**config.mk**
```make
export PLATFORM = sky130hd
export DESIGN_NAME = difftest_trap_monitor
export DESIGN_NICKNAME = d
export VERILOG_FILES = /design/src/rtl/difftest_trap_monitor.sv
export SDC_FILE = /design/constraint.sdc
export NUM_CORES = 1
export LEC_CHECK = 0
export ABC_AREA = 1
export CAP_MARGIN = 20
export CORE_ASPECT_RATIO = 1.25
export CORE_MARGIN = 4
export CORE_UTILIZATION = 35
export DETAILED_ROUTE_END_ITERATION = 10
export PLACE_DENSITY = 0.68
export SYNTH_ARGS = -nofsm -noshare
export SYNTH_HDL_FRONTEND = slang
export SYNTH_SLANG_ARGS = --single-unit
```
**constraint.sdc**
```tcl
create_clock -name clock -period 4.8 [get_ports clock]
set_input_delay 0.96 -clock clock [delete_from_list [all_inputs] [get_ports clock]]
set_output_delay 0.96 -clock clock [all_outputs]
set_load 0.005 [all_outputs]
```
**src/rtl/difftest_trap_monitor.sv**
```systemverilog
// Commit-stage trap monitor feeding the difftest trap-event sink: cycle/instruction
// counters, sticky trap record, WFI and hart id. Optional stall watchdog: DIFFTEST_TRAP_WATCHDOG_EN.
module difftest_trap_monitor #(
   parameter int COMMIT_W = 2,
   parameter int WD_LIMIT = 5000
) (
   input  logic                clock,
   input  logic                reset,
   input  logic [COMMIT_W-1:0] commit_valid,
   input  logic                trap_valid,
   input  logic [63:0]         trap_a0,
   input  logic [63:0]         trap_pc,
   input  logic                wfi_active,
   input  logic [7:0]          coreid,
   output logic                enable,
   output logic                io_hasTrap,
   output logic [63:0]         io_cycleCnt,
   output logic [63:0]         io_instrCnt,
   output logic                io_hasWFI,
   output logic [2:0]          io_code,
   output logic [63:0]         io_pc,
   output logic [7:0]          io_coreid
);

   typedef enum logic {
      RUN,
      TRAPPED
   } state_e;

   localparam logic [2:0] CODE_GOOD    = 3'd0;
   localparam logic [2:0] CODE_BAD     = 3'd1;
   localparam logic [2:0] CODE_TIMEOUT = 3'd3;

   if (WD_LIMIT < 2) begin : g_bad_wd_limit
      $error("WD_LIMIT must be at least 2");
   end

   state_e      state_q, state_d;
   logic [63:0] cycle_q, cycle_d;
   logic [63:0] instr_q, instr_d;
   logic        has_trap_q, has_trap_d;
   logic [2:0]  code_q, code_d;
   logic [63:0] pc_q, pc_d;
   logic        enable_q;
   logic        wfi_q;
   logic [7:0]  coreid_q;

   logic [2:0]  commit_cnt;
   logic        commit_any;
   logic        wd_fire;
   logic [63:0] wd_pc;

   always_comb begin
      commit_cnt = 3'd0;
      for (int i = 0; i < COMMIT_W; i++) begin
         commit_cnt = commit_cnt + {2'b00, commit_valid[i]};
      end
   end

   assign commit_any = |commit_valid;

`ifdef DIFFTEST_TRAP_WATCHDOG_EN
   localparam int STALL_W = $clog2(WD_LIMIT + 1);

   logic [STALL_W-1:0] stall_q, stall_d;
   logic [63:0]        last_pc_q;

   always_comb begin
      stall_d = stall_q;
      if (state_q == RUN) begin
         stall_d = commit_any ? '0 : stall_q + 1'b1;
      end
   end

   // Expiry means this edge would be the WD_LIMIT-th consecutive commit-free one.
   assign wd_fire = (state_q == RUN) && !commit_any && (stall_q == STALL_W'(WD_LIMIT - 1));
   assign wd_pc   = last_pc_q;

   always_ff @(posedge clock or negedge reset) begin
      if (!reset) begin
         stall_q   <= '0;
         last_pc_q <= '0;
      end else begin
         stall_q <= stall_d;
         if (state_q == RUN) begin
            last_pc_q <= trap_pc;
         end
      end
   end
`else
   assign wd_fire = 1'b0;
   assign wd_pc   = 64'd0;
`endif

   always_comb begin
      state_d    = state_q;
      cycle_d    = cycle_q;
      instr_d    = instr_q;
      has_trap_d = has_trap_q;
      code_d     = code_q;
      pc_d       = pc_q;
      case (state_q)
         RUN: begin
            // The trap cycle itself still counts, including the trap instruction.
            cycle_d = cycle_q + 64'd1;
            instr_d = instr_q + {61'd0, commit_cnt};
            if (trap_valid && commit_valid[0]) begin
               state_d    = TRAPPED;
               has_trap_d = 1'b1;
               code_d     = (trap_a0 == 64'd0) ? CODE_GOOD : CODE_BAD;
               pc_d       = trap_pc;
            end else if (wd_fire) begin
               state_d    = TRAPPED;
               has_trap_d = 1'b1;
               code_d     = CODE_TIMEOUT;
               pc_d       = wd_pc;
            end
         end
         TRAPPED: begin
         end
         default: state_d = RUN;
      endcase
   end

   always_ff @(posedge clock or negedge reset) begin
      if (!reset) begin
         state_q    <= RUN;
         cycle_q    <= '0;
         instr_q    <= '0;
         has_trap_q <= 1'b0;
         code_q     <= '0;
         pc_q       <= '0;
         enable_q   <= 1'b0;
         wfi_q      <= 1'b0;
         coreid_q   <= '0;
      end else begin
         state_q    <= state_d;
         cycle_q    <= cycle_d;
         instr_q    <= instr_d;
         has_trap_q <= has_trap_d;
         code_q     <= code_d;
         pc_q       <= pc_d;
         enable_q   <= 1'b1;
         wfi_q      <= wfi_active;
         coreid_q   <= coreid;
      end
   end

   assign enable      = enable_q;
   assign io_hasTrap  = has_trap_q;
   assign io_cycleCnt = cycle_q;
   assign io_instrCnt = instr_q;
   assign io_hasWFI   = wfi_q;
   assign io_code     = code_q;
   assign io_pc       = pc_q;
   assign io_coreid   = coreid_q;

endmodule
```
==> out/qor.txt <==
Cts bufs inserted = 23
Die ar. = 32600 um2
Router iterations before antenna repair = 5
Number of synthesized flops with an enable pin = 0
Xor/xnor share of the synthesized area = 7.07%
FFs w/ async S/R, synth = 100%
Seq/Total Area, Yosys = 49.3%
# diodes = 0
Average cell area after synthesis = 7.77 um2
Setup Viol. Count Final = 0
Post-Synth Simple-Gate Area = 37.3%
Pwr Density = 260 nW/um2
Fmax = 339 MHz
Cell Area, Synth = 10400 um2
Layout cells sized above 1 = 5.67%
Clk sinks = 205
All-layer global routing usage = 21.2%
Period utilisation layout = 61.4%
Post-CTS Setup Inserts = 0
Post-synthesis mux area share = 0%
Post-DRT Antenna Nets = 0
CP Class = in -> reg
Gr ovfl total = 0
Residual DRC = 0
Commonest non-fill, non-tap cell in the layout = nand2_1
Library cells used by synthesis = 35
Max-slew violations = 0
Cell count after synthesis = 1339
Hold Startpoint = io_pc[48]
Worst-Margin Slew = 0.700 ns
DP Area = 14300 um2
Post-route cell area = 15200 um2
Core Area = 29300 um2
RePlAce Congestion = 0.972
Synth Warn # = 0
Status = finished clean
Total number of vias = 10000
Maximum clock insertion buffer count = 3
Antenna violations before repair = 1
Fin. Hold Viols = 0
Initial Util = 35.5%
Via density = 4.76
Post-CTS Hold Buffers = 0
# IOs = 348
CTS root buf = clkbuf_16
Crit path top cell by count = inv_1
Post-route minimum period = 2.95 ns
Crit end category = flop
Slowest-stage cell, CP = clkdlybuf4s50_1
Max-Slew Margin vs Limit = 53.3%
Die H = 201 um
Area Overhead vs Synth = 45.7%
Die width = 162 um
CTS tree = done
Setup TNS = 0 ns
R2R Path Start = state_q
Skew-Pair Late Insertion Delay = 0.51 ns
Post-cts resize count = 0
Most frequent cells in the layout = nand2_1 (499), clkdlybuf4s50_1 (344), dfrtp_1 (205)
Crit Path Max Fanout = 9
Largest net degree at the start of global routing = 86
First-pass GRT wire length = 55600 um
CP cell instances = clkdlybuf4s50_1 > inv_1 > fa_1 > inv_1 > ha_1 > nand4_2 > nor2_4 > nand2_1 > nor2_4 > nand4_1 > nand2_1 > inv_1
Worst Path Arrival = 3.36 ns
Main combinational cell family by area after synthesis = simple AND/OR/NAND/NOR gates
Initial DRC count = 533
RSZ-0062 raised after global routing = false
Max Clock Skew = 0.0218 ns
Clock transition at path regs = 0.06 ns
Min-Delay Path Class = reg -> reg
Adder-Cell Fraction of Synth Area = 0.433%
CP startpoint = commit_valid[0]
Final net count = 1840
HPWL after DPL = 27800 um
Complex-gate fraction of the synthesized area = 0.457%
Wirelength per Cell = 16.7 um
FP Rows = 70
LEAKAGE = 0.00678 uW
Routed WL = 35200 um
H-tree levels = 1
WP data required = 5.21 ns
Top_reg_cell synth = dfrtp_1
Peak supply drop = 252 uV
FF+latch count, synth = 205
Crit start category = input pin
Max-cap violations = 0
Max stage delay on crit path = 0.46 ns
Vias in the first global route = 10200
PortBufs = 345
## final timing paths
kind / to / slack (ns) / cells after the start
worst max-delay path: io_instrCnt[58] / 1.85 / 12
worst min-delay path: io_pc[48] / 0.47 / 2
worst max register to register: io_instrCnt[58] / 2.42 / 8
worst min register to register: io_pc[48] / 0.47 / 2
max in group asynchronous: io_cycleCnt[21] / 3.35 / 2
min in group asynchronous: io_pc[37] / 0.50 / 1
## routing by layer
layer / part of all wire (%) / wire length, um / vias to the layer above / global-route usage (%)
met1: 40 / 13900 / 4726 / 26.6
met3: 7.3 / 2560 / 66 / 4.05
li1: - / - / 4861 / -
met2: 50 / 17600 / 378 / 36.8
met5: 0.023 / 8 / - / 0
met4: 3.1 / 1100 / 2 / 6.83
## flip-flops by register name, indices dropped and copies added, names as in the netlist
signal and cells:
io_cycleCnt 64, io_instrCnt 64, io_pc 64, io_coreid 8
enable 1, io_code 1, io_hasTrap 1, io_hasWFI 1
state_q 1
## power breakdown
group | total [uW] | leakage, uW | internal, uW | switching (uW)
Combinational | 243 | 0.00362 | 156 | 86.6
Sequential | 1770 | 0.00275 | 1750 | 12.8
Clock | 1930 | 0.000410 | 1210 | 719
Total | 3940 | 0.00678 | 3120 | 818
## final cells by class
class                      count  area [um2]
multi-input combinational    991        4730
clock buffer                  30         642
tap                          396         495
sequential                   205        5130
fill                        2776       14200
inverter                     125         469
clock inverter                11         188
timing repair buffer         349        3510
## worst max-delay path: cells and delay by family
family | cells | cell delay (ns)
simple gates | 6 | 1.13
buf+inv | 4 | 0.65
fa+ha+maj | 2 | 0.63
## cell usage after synthesis (2+ instances only)
master	instances	area [um2]
nor2_2	16	100
nand4_1	42	263
nor2_1	192	721
clkbuf_1	10	37.5
buf_2	7	35.0
dfrtp_1	205	5130
nand2_2	8	50.1
and3_1	2	12.5
nand3_1	67	335
o21ai_1	3	15.0
o21ai_0	5	25.0
inv_2	4	15.0
ha_1	2	25.0
nor3_1	19	95.1
buf_4	2	15.0
nor3_2	4	40.0
inv_1	121	454
xnor2_1	46	403
xor2_1	38	333
nand3b_1	16	120
nand3_2	4	40.0
nand2_1	499	1870
nor2_4	11	124
nor3b_1	2	15.0
conb_1	2	7.51
and2_1	3	18.8
## per-stage QoR
stage	util (%)	power, uW	hold WS [ns]	cells	setup WS [ns]
CTS	51.7	4000	0.471	2107	1.84
global placement	48.8	2040	0.453	2065	1.37
finish	51.7	3940	0.469	2107	1.85
global route	51.7	4090	0.484	2107	1.70
detailed placement	48.9	2040	0.456	2066	1.30
floorplan	-	1830	0.465	1340	2.13
## cells by family after synthesis
logic type | after synthesis
AND/OR/NAND/NOR | 892
buffers and inverters | 144
flip-flops | 205
XOR/XNOR | 84
AO/OA/AOI/OAI | 9
other | 2
adder cells (fa/ha/maj) | 3
Power figures use the tool's default switching activity.
